<file path="config.mk">
export PLATFORM = sky130hd
export DESIGN_NAME = parity_frame_controller
export DESIGN_NICKNAME = d
export VERILOG_FILES = /design/src/rtl/parity_frame_controller.sv
export SDC_FILE = /design/constraint.sdc
export NUM_CORES = 1
export LEC_CHECK = 0
export CORE_ASPECT_RATIO = 1.5
export CORE_MARGIN = 3
export CORE_UTILIZATION = 57
export CTS_CLUSTER_DIAMETER = 40
export DETAILED_ROUTE_END_ITERATION = 8
export PLACE_DENSITY_LB_ADDON = 0.1
export SLEW_MARGIN = 15
export SYNTH_ARGS = -nofsm -noshare
export SYNTH_HDL_FRONTEND = slang
export SYNTH_SLANG_ARGS = --single-unit
</file>
<file path="constraint.sdc">
create_clock -name clk -period 5 [get_ports clk]
set_input_delay 1 -clock clk [delete_from_list [all_inputs] [get_ports clk]]
set_output_delay 1 -clock clk [all_outputs]
set_load 0.01 [all_outputs]
</file>
<file path="src/rtl/parity_frame_controller.sv">
// Word-to-serial framer: start bit, DATA_W data bits LSB first, parity bit, IDLE_BITS stop bits.
// Build option: define PARITY_ODD_EN for odd parity (default is even parity).
module parity_frame_controller #(
   parameter int DATA_W    = 8,
   parameter int IDLE_BITS = 1
) (
   input  logic              clk,
   input  logic              rst,
   input  logic [DATA_W-1:0] din,
   input  logic              din_valid,
   output logic              din_ready,
   output logic              ser_out,
   output logic              par_flag,
   output logic              frame_active,
   output logic              frame_done,
   output logic [7:0]        frame_cnt
);

   localparam int IDX_W = $clog2(DATA_W + 1);
   localparam logic [IDX_W-1:0] IDX_LAST = IDX_W'(DATA_W);
   localparam logic [3:0]       GAP_LAST = 4'(IDLE_BITS);
`ifdef PARITY_ODD_EN
   localparam logic PAR_INV = 1'b1;
`else
   localparam logic PAR_INV = 1'b0;
`endif

   typedef enum logic [2:0] {IDLE, START, DATA, PARITY, STOP} state_t;

   state_t            state_reg, state_next;
   logic [DATA_W-1:0] shift_reg, shift_next;
   logic              acc_reg, acc_next;
   logic [IDX_W-1:0]  idx_reg, idx_next;
   logic [3:0]        gap_reg, gap_next;
   logic              ser_reg, ser_next;
   logic              par_reg, par_next;
   logic              active_reg, active_next;
   logic              done_reg, done_next;
   logic [7:0]        cnt_reg, cnt_next;

   assign din_ready    = (state_reg == IDLE) && !rst;
   assign ser_out      = ser_reg;
   assign par_flag     = par_reg;
   assign frame_active = active_reg;
   assign frame_done   = done_reg;
   assign frame_cnt    = cnt_reg;

   // Registered outputs are computed for the state being entered, so they
   // line up with that state's cycle.
   always_comb begin
      state_next  = state_reg;
      shift_next  = shift_reg;
      acc_next    = acc_reg;
      idx_next    = idx_reg;
      gap_next    = gap_reg;
      ser_next    = 1'b1;
      par_next    = 1'b0;
      active_next = 1'b0;
      done_next   = 1'b0;
      cnt_next    = cnt_reg;
      case (state_reg)
         IDLE: begin
            if (din_valid) begin
               state_next  = START;
               shift_next  = din;
               acc_next    = 1'b0;
               idx_next    = '0;
               ser_next    = 1'b0;
               active_next = 1'b1;
            end
         end
         START: begin
            // Accumulator starts cleared, so the first data bit is its own parity.
            state_next  = DATA;
            ser_next    = shift_reg[0];
            acc_next    = shift_reg[0];
            shift_next  = shift_reg >> 1;
            idx_next    = IDX_W'(1);
            active_next = 1'b1;
         end
         DATA: begin
            active_next = 1'b1;
            if (idx_reg == IDX_LAST) begin
               state_next = PARITY;
               ser_next   = acc_reg ^ PAR_INV;
               par_next   = 1'b1;
            end else begin
               ser_next   = shift_reg[0];
               acc_next   = acc_reg ^ shift_reg[0];
               shift_next = shift_reg >> 1;
               idx_next   = idx_reg + IDX_W'(1);
            end
         end
         PARITY: begin
            state_next  = STOP;
            gap_next    = 4'd1;
            active_next = 1'b1;
            done_next   = (GAP_LAST == 4'd1);
         end
         STOP: begin
            if (gap_reg == GAP_LAST) begin
               state_next = IDLE;
            end else begin
               gap_next    = gap_reg + 4'd1;
               active_next = 1'b1;
               done_next   = ((gap_reg + 4'd1) == GAP_LAST);
            end
         end
         default: state_next = IDLE;
      endcase
      if (done_next) cnt_next = cnt_reg + 8'd1;
   end

   always_ff @(posedge clk) begin
      if (rst) begin
         state_reg  <= IDLE;
         shift_reg  <= '0;
         acc_reg    <= 1'b0;
         idx_reg    <= '0;
         gap_reg    <= '0;
         ser_reg    <= 1'b1;
         par_reg    <= 1'b0;
         active_reg <= 1'b0;
         done_reg   <= 1'b0;
         cnt_reg    <= '0;
      end else begin
         state_reg  <= state_next;
         shift_reg  <= shift_next;
         acc_reg    <= acc_next;
         idx_reg    <= idx_next;
         gap_reg    <= gap_next;
         ser_reg    <= ser_next;
         par_reg    <= par_next;
         active_reg <= active_next;
         done_reg   <= done_next;
         cnt_reg    <= cnt_next;
      end
   end

endmodule

</file>
==> run metrics, run 1 <==
aggregate global-route resource usage between 20% and 30%; CP top delay family buffers and inverters; share of cells above drive strength 1 ~7%; leak pwr approximately 0.00066 uW; Final nets about 220; worst hold slack slightly below 500 ps; EDFF count, synth 0; Yosys reg bits 32; Req. time, crit path about 4000 ps; setup bufs post-CTS 0; cts hold-fix bufs 0; Worst Hold Class reg2reg; slowest stage delay, CP slightly below 600 ps; clk slew on worst S/H paths 90 ps; Yosys warning count 0; Die Width 48.8 um; initial core utilization 61.8%; Cell Area, Synth roughly 1600 sq um; Syn Inst Count approximately 180; die height 70.2 um; FP Rows 22; count of cell types in the netlist 35; Slew HR 35.9%; Fillers just over 200; Seq/Total Area, Yosys 41.0%; Post-Route Utilization between 70 and 80%; area grow syn2layout 18.5%; CP Launch Type input pin; port bufs 23; Tcrit/Tclk final 68.2%; global-route wire length before repair between 5000 and 6000 um; htree depth 2; Critical R2R Launch state_reg[2]; status complete, no violations; Setup crit start rst; Synthesized Nets ~200; max_cap viols 0; Final Setup Violations 0; asr flop ratio synth 0%; antenna-violating nets left 0; critical path endpoint category output pin; Setup Skew 10.5 ps; Total Neg Setup Slack 0 ps; arrival time worst endpoint roughly 2400 ps; Core Area 2530 sq um; Least-Margin Pin Slew 950 ps; Final Hold Vio Count 0; CP cell instances clkdlybuf4s50_1 -> buf_4 -> nor4_1 -> clkdlybuf4s50_1; CP Buf/Inv Count 3; DRC errors left 0; vias in the first global route between 1k and 1.5k; Tmin final roughly 3400 ps; Max clock buf depth 2; initial antenna violation count 0; First DRT Iteration DRCs 23; CP max FO 31; DRT Pass-1 Iters 4; Worst VDD drop between 0.2 and 0.25 mV; CP max stage cell clkdlybuf4s50_1; via count 1311; synthesized area per cell between 8 and 9 sq um; die footprint between 3000 and 4000 sq um; Primary FF master, synth dfxtp_1; gpl congestion ~0.83; root buffer cell clkbuf_4; Non-Filler Instances around 240; Pwr per Cell Area approximately 270 nW/um^2; placed wire-length estimate between 2000 and 2500 um; total power a little over 500 uW; CP most frequent cell clkdlybuf4s50_1; Hold Startpoint shift_reg[7]; RSZ-0062 raised after global routing false; Top Ports 24; DR WL/cell about 13 um; Sink Count 32; CTS tree done; WS Path Type in2out; total CTS buffers 5; Ant. Diodes 0; Avg Vias per Cell between 5 and 6; clock latency on the worst-skew pair ~330 ps; pin count of the biggest net entering global routing 32; Max Freq roughly 300 MHz; final max-slew violation count 0; Overflow after GRT 0; total routed wirelength roughly 3000 um; CTS resizes 0; cell total after placement approximately 230
-- through the flow --
step	worst slack (ps)	instance area, sq um
global placement	1610	1790
CTS	1590	1850
detailed placement	1610	1790
global route	1470	1850
floorplan	2460	1560
finish	1590	1850
-- synthesized netlist by cell type (2+ instances only) --
library cell	n	area [sq um]
nor4_1	4	25.0
a21oi_1	13	65.1
a31oi_1	2	12.5
or3_1	5	31.3
clkbuf_1	4	15.0
nor3_1	3	15.0
mux2i_1	10	100
nand3b_1	5	37.5
inv_1	11	41.3
buf_6	2	22.5
nand2_1	4	15.0
ha_1	6	75.1
o311ai_0	2	17.5
o31ai_1	2	15.0
nor2_1	27	101
nand3_1	7	35.0
dfxtp_1	32	641
o21ai_0	10	50.1
a211oi_1	8	60.1
xor2_1	2	17.5
xnor2_1	3	26.3
buf_2	3	15.0
-- cells in the final DEF, fill, tap and decap left out, types with 5 or more instances in the layout --
cell type,count
clkdlybuf4s50_1,23
inv_1,11
or3_1,5
mux2i_1,10
dfxtp_1,32
nor2_1,27
nand3b_1,5
clkbuf_4,5
o21ai_0,10
nand3_1,7
a21oi_1,13
ha_1,6
a211oi_1,8
-- metal layers --
layer / vias up / track usage, % / wire length (um)
met5: - / 0 / 0
met4: 0 / 7.28 / 46
met3: 6 / 7.89 / 114
met2: 18 / 33.7 / 1510
met1: 605 / 23.5 / 1320
li1: 682 / - / -
-- final timing paths --
check / slack [ps] / to / depth (start not counted)
worst max-delay path: 1590 / din_ready / 4
worst min-delay path: 480 / shift_reg[7] / 2
worst max register to register: 2890 / frame_cnt[5] / 4
worst min register to register: 480 / shift_reg[7] / 2
-- area by class of cell --
type	instances	area (sq um)	share of cell area, %
well taps	36	45.0	2.43
clock buffers	8	58.8	3.17
flip-flops and latches	32	641	34.6
repair buffers	24	238	12.8
inverters	11	41.3	2.23
multi-input cells	126	830	44.8
-- kinds of logic (layout without fill, tap and decap cells) --
| family | count (synthesis) | after routing | synth area share (%) |
|---|---|---|---|
| multiplexers | 10 | 10 | 6.40 |
| AND/OR/NAND/NOR | 62 | 62 | 20.1 |
| buffers and inverters | 20 | 43 | 6.00 |
| AO/OA/AOI/OAI | 43 | 43 | 19.0 |
| adder cells (fa/ha/maj) | 6 | 6 | 4.80 |
| XOR/XNOR | 5 | 5 | 2.80 |
| flip-flops | 32 | 32 | 41.0 |
-- where the power goes --
group	leakage [uW]	internal, uW	switching (uW)	total, uW
Sequential	0.000261	268	12.2	281
Combinational	0.000363	36.1	39.4	75.6
Clock	0.0000326	69.3	82.8	152
-- tightest hold or removal path: stages (launching register included) --
cell     delay (ps)
dfxtp_1         310
o21ai_0          70
a21oi_1          60
Power figures use the tool's default switching activity.
==> run 2: changes to the inputs <==
CORE_UTILIZATION = 53   (was 57)
clock period = 3.2 ns   (was 5 ns; I/O delays follow)
==> run 2 against run 1 <==
Against the previous run:
- die area increased by 6.7%
- register-to-register slack lost 1900 ps
- power grew 71%
- via count increased by 2.6%
- critical path depth is 1 lower
- largest cell class unchanged
==> run metrics, run 2 (synthesis gave the netlist of run 1 again) <==
clk slew on worst S/H paths 60 ps (was 90 ps); leak pwr 0.000669 uW (was 0.000656 uW); gpl congestion 0.791 (was 0.834); CP max stage cell clkdlybuf4s50_1 (unchanged); Multi-input gate area 830 sq um (unchanged); final max-slew violation count 0 (unchanged); critical path endpoint category output pin (unchanged); CP max FO 2 (was 31); CTS resizes 0 (unchanged); clock power share 35.8% (was 29.9%); First DRT Iteration DRCs 25 (was 23); CP most frequent cell clkdlybuf4s50_1 (unchanged); Sink Count 32 (unchanged); initial antenna violation count 0 (unchanged); FF-to-FF setup slack 1030 ps (was 2890 ps); htree depth 2 (unchanged); Least-Margin Pin Slew 1010 ps (was 950 ps); Overflow after GRT 0 (unchanged); switch share 24.9% (was 26.4%); Core Area 2730 sq um (was 2530 sq um); root buffer cell clkbuf_8 (was clkbuf_4); Top Ports 24 (unchanged); Setup crit start rst (unchanged); RR Endpoint frame_cnt[5] (unchanged); cts hold-fix bufs 0 (unchanged); Tmin final ~2400 ps; hold endpoint shift_reg[7] (unchanged); placed wire-length estimate 2270 um (was 2090 um); CTS tree done (unchanged); slowest stage delay, CP 580 ps (about the same); die footprint 3650 sq um (was 3420 sq um); vias in the first global route 1318 (was 1310); via count 1345 (was 1311); FF/Latch Area 641 sq um (unchanged); CP Launch Type input pin (unchanged); Worst Hold Class reg2reg (unchanged); Worst Hold Path Cells 2 (unchanged); DR WL/cell 13.6 um (was 12.6 um); DRC errors left 0 (unchanged); Avg Vias per Cell 5.65 (was 5.53); Slew HR 31.8% (was 35.9%); Int Pwr 651 uW (was 374 uW); sequential power share 50.7% (was 55.2%); Critical R2R Launch state_reg[2] (unchanged); status complete, no violations (unchanged); Tcrit/Tclk final about 77%; Ant. Diodes 0 (unchanged); total CTS buffers 5 (unchanged); CP top delay family buffers and inverters (unchanged); Pwr per Cell Area 460 nW/um^2 (was 274 nW/um^2); commonest non-fill, non-tap cell in the layout dfxtp_1 (unchanged); Hold Startpoint shift_reg[7] (unchanged); Setup Skew 4.28 ps (was 10.5 ps); clock latency on the worst-skew pair 270 ps (was 330 ps); most frequent cells in the layout dfxtp_1 (32), nor2_1 (27), clkdlybuf4s50_1 (23), a21oi_1 (13), inv_1 (11) (unchanged); aggregate global-route resource usage 19.4% (was 20.3%); share of cells above drive strength 1 6.97% (unchanged); max_cap viols 0 (unchanged); Final Setup Violations 0 (unchanged); RSZ-0062 raised after global routing false (unchanged); global-route wire length before repair 5580 um (was 5550 um); die height 72.5 um (was 70.2 um); Final nets 217 (unchanged); setup bufs post-CTS 0 (unchanged); initial core utilization 57.2% (was 61.8%); FP Rows 23 (was 22); post-place instance area 1800 sq um (was 1790 sq um); Logic pwr share 13.6% (was 14.9%); reg2reg path depth 4 (unchanged); WS Path Type in2out (unchanged); arrival time worst endpoint 1810 ps (was 2410 ps); Fillers 221 (was 205); Psw 217 uW (was 134 uW); total routed wirelength 3230 um (was 2990 um); CP Buf/Inv Count 2 (was 3); DRT Pass-1 Iters 4 (unchanged); Total Neg Setup Slack 0 ps (unchanged); Final Hold Vio Count 0 (unchanged); Req. time, crit path 2560 ps (was 4000 ps); Max clock buf depth 2 (unchanged); Max Freq around 400 MHz; Die Width 50.4 um (was 48.8 um); pin count of the biggest net entering global routing 31 (was 32); area grow syn2layout 20.6% (was 18.5%); CP cell instances clkdlybuf4s50_1 -> nor4_1 -> clkdlybuf4s50_1 (was clkdlybuf4s50_1 -> buf_4 -> nor4_1 -> clkdlybuf4s50_1); Worst VDD drop 0.395 mV (was 0.208 mV); antenna-violating nets left 0 (unchanged); port bufs 23 (unchanged); post-layout instance area 1890 sq um (was 1850 sq um)
## run 2: layer usage
| metal | global-route usage, % | vias to the layer above | routed length (um) |
|---|---|---|---|
| met4 | 7.78 | 0 | 53 |
| met5 | 0 | - | 0 |
| met3 | 4.72 | 7 | 145 |
| li1 | - | 678 | - |
| met2 | 36.0 | 36 | 1730 |
| met1 | 20.5 | 624 | 1310 |
## run 2: worst register-to-register path, delay by kind of cell (launching register included)
kind	cells	cell delay, ps
flops	1	730
simple gates	1	560
compound gates	3	800
## run 2: metrics by stage
stage               total power (uW)  setup slack (ps)  std cells  utilization [%]  hold WS [ps]
finish                           868               751        238             69.0           474
global route                     904               620        238             69.0           526
CTS                              877               739        238             69.0           475
detailed placement               566               744        230             65.7           466
global placement                 561               743        230             65.7           472
floorplan                        530              1380        178                -           449
## run 2: how the worst max path moves through the flow
stage	end	slack [ps]	cells after the start
after floorplan	din_ready	1380	2
after global placement	din_ready	740	3
after detailed placement	din_ready	740	3
after CTS	din_ready	740	3
after global routing	din_ready	620	3
final	din_ready	750	3
## run 2: power by group through the flow
stage	clock network [uW]	logic, uW	registers (uW)
2_1_floorplan	0	89.9	440
3_3_place_gp	0	114	447
3_5_place_dp	0	118	448
4_1_cts	319	119	439
5_1_grt	329	133	442
6_report	310	118	440
## run 2: cell type report
class / instances / share of cell area (%)
Multi-Input combinational cell: 126 / 44.0
Clock buffer: 8 / 4.78
Sequential cell: 32 / 34.0
Timing Repair Buffer: 24 / 12.6
Inverter: 11 / 2.19
Tap cell: 37 / 2.46
==> run 3: changes to the inputs <==
clock period = 2.28 ns   (was 3.2 ns; I/O delays follow)
==> run 3 against run 2 <==
Against the previous run:
- first-iteration DRC count up 52%
- flip-flop and latch count unchanged
- clock power up 75%
- worst hold slack better by 23 ps
- sequential share of layout area down 0.99 points
- clock skew up 5.2 ps
- critical endpoint unchanged
- largest power group unchanged
==> run metrics, run 3 (synthesis gave the netlist of run 1 again) <==
Worst VDD drop 0.540 mV (was 0.395 mV); Final Setup Violations 0 (unchanged); initial core utilization 57.2% (unchanged); Multi-input gate area 830 sq um (unchanged); clock latency on the worst-skew pair 290 ps (was 270 ps); First DRT Iteration DRCs 38 (was 25); Tcrit/Tclk final between 90% and 100%; placed wire-length estimate 2300 um (was 2270 um); FF/Latch Area 641 sq um (unchanged); CP max stage cell clkdlybuf4s50_1 (unchanged); vias in the first global route 1321 (was 1318); CTS tree done (unchanged); Max clock buf depth 2 (unchanged); Final nets 220 (was 217); Top Ports 24 (unchanged); RSZ-0062 raised after global routing false (unchanged); Int Pwr 1000 uW (was 651 uW); Setup Skew 9.44 ps (was 4.28 ps); cts hold-fix bufs 0 (unchanged); Slew HR 63.9% (was 31.8%); clock power share 40.6% (was 35.8%); Least-Margin Pin Slew 541 ps (was 1010 ps); switch share 25.2% (was 24.9%); CP max FO 2 (unchanged); Max Freq 473 MHz; share of cells above drive strength 1 9.31% (was 6.97%); via count 1335 (was 1345); Logic pwr share 13.4% (was 13.6%); DRC errors left 0 (unchanged); DP Worst Slack 175 ps (was 744 ps); status complete, no violations (unchanged); PnR worst setup slack 165 ps (was 751 ps); CTS resizes 0 (unchanged); Core Area 2730 sq um (unchanged); sequential power share 46.0% (was 50.7%); total power 1340 uW (was 868 uW); commonest non-fill, non-tap cell in the layout dfxtp_1 (unchanged); CP most frequent cell clkdlybuf4s50_1 (unchanged); CP Launch Type input pin (unchanged); Total Neg Setup Slack 0 ps (unchanged); setup bufs post-CTS 0 (unchanged); die height 72.5 um (unchanged); CP cell instances clkdlybuf4s50_1 -> nor4_1 -> clkdlybuf4s50_1 (unchanged); total CTS buffers 5 (unchanged); final max-slew violation count 0 (unchanged); total routed wirelength 3240 um (was 3230 um); most frequent cells in the layout dfxtp_1 (32), nor2_1 (27), clkdlybuf4s50_1 (23), a21oi_1 (13), inv_1 (11) (unchanged); critical path endpoint category output pin (unchanged); arrival time worst endpoint 1660 ps (was 1810 ps); DR WL/cell 13.5 um (was 13.6 um); Avg Vias per Cell 5.54 (was 5.65); antenna-violating nets left 0 (unchanged); initial antenna violation count 0 (unchanged); port bufs 23 (unchanged); slowest stage delay, CP 580 ps (about the same); Overflow after GRT 0 (unchanged); htree depth 2 (unchanged); gpl congestion 0.861 (was 0.791); Final Hold Vio Count 0 (unchanged); Req. time, crit path 1820 ps (was 2560 ps); global-route wire length before repair 5890 um (was 5580 um); WS Path Type in2out (unchanged); Fillers 221 (unchanged); FP Rows 23 (unchanged); Pwr per Cell Area 689 nW/um^2 (was 460 nW/um^2); max_cap viols 0 (unchanged); root buffer cell clkbuf_8 (unchanged); Ant. Diodes 0 (unchanged); aggregate global-route resource usage 20.7% (was 19.4%); DRT Pass-1 Iters 4 (unchanged); leak pwr 0.000697 uW (was 0.000669 uW); Worst Hold Class reg2reg (unchanged); pin count of the biggest net entering global routing 31 (unchanged); Die Width 50.4 um (unchanged); clk slew on worst S/H paths 70 ps (was 60 ps); Sink Count 32 (unchanged); area grow syn2layout 24.2% (was 20.6%); die footprint 3650 sq um (unchanged); Tmin final between 2000 and 2500 ps; Psw 337 uW (was 217 uW)
## run 3: cell types whose count changed in the layout (fill, tap and decap cells not counted), sizes merged
cell | before | now
clkinvlp | 0 | 1
clkbuf | 8 | 5
clkinv | 0 | 1
bufinv | 0 | 1
buf | 1 | 4
## run 3: area by class of cell
cell class,instances,share of cell area [%]
clock buffers,5,3.54
clock inverters,3,2.19
inverters,11,2.13
multi-input cells,126,42.7
flip-flops and latches,32,33.0
well taps,37,2.38
repair buffers,27,14.0
## run 3: per-layer routing
layer	global-route usage [%]	vias to the layer above	wire length, um
met3	6.98	6	119
li1	-	683	-
met2	34.4	22	1680
met4	8.38	0	63
met5	0	-	0
met1	24.2	624	1380
## run 3: worst paths after layout
check                             startpoint           end  slack (ps)  cells after the start
worst max-delay path                     rst     din_ready         160                      3
worst min-delay path            frame_cnt[5]  frame_cnt[5]         500                      2
worst max register to register    gap_reg[1]  frame_cnt[5]         350                      7
worst min register to register  frame_cnt[5]  frame_cnt[5]         500                      2
## run 3: metrics by stage
step | hold WS [ps] | utilization [%] | cell area (sq um) | cells
CTS | 498 | 71.0 | 1940 | 241
global route | 523 | 71.0 | 1940 | 241
floorplan | 449 | - | 1560 | 178
finish | 497 | 71.0 | 1940 | 241
detailed placement | 492 | 67.0 | 1830 | 233
global placement | 472 | 67.0 | 1830 | 233
## run 3: power by group through the flow
stage	sequential [uW]	combinational, uW	clock [uW]
finish	615	179	543
global route	620	201	584
CTS	615	180	560
detailed placement	628	179	0
global placement	626	174	0
floorplan	617	126	0
## run 3: worst max-delay path, delay by kind of cell
kind / cells / cell delay, ps
buf+inv: 2 / 1010
simple gates: 1 / 190
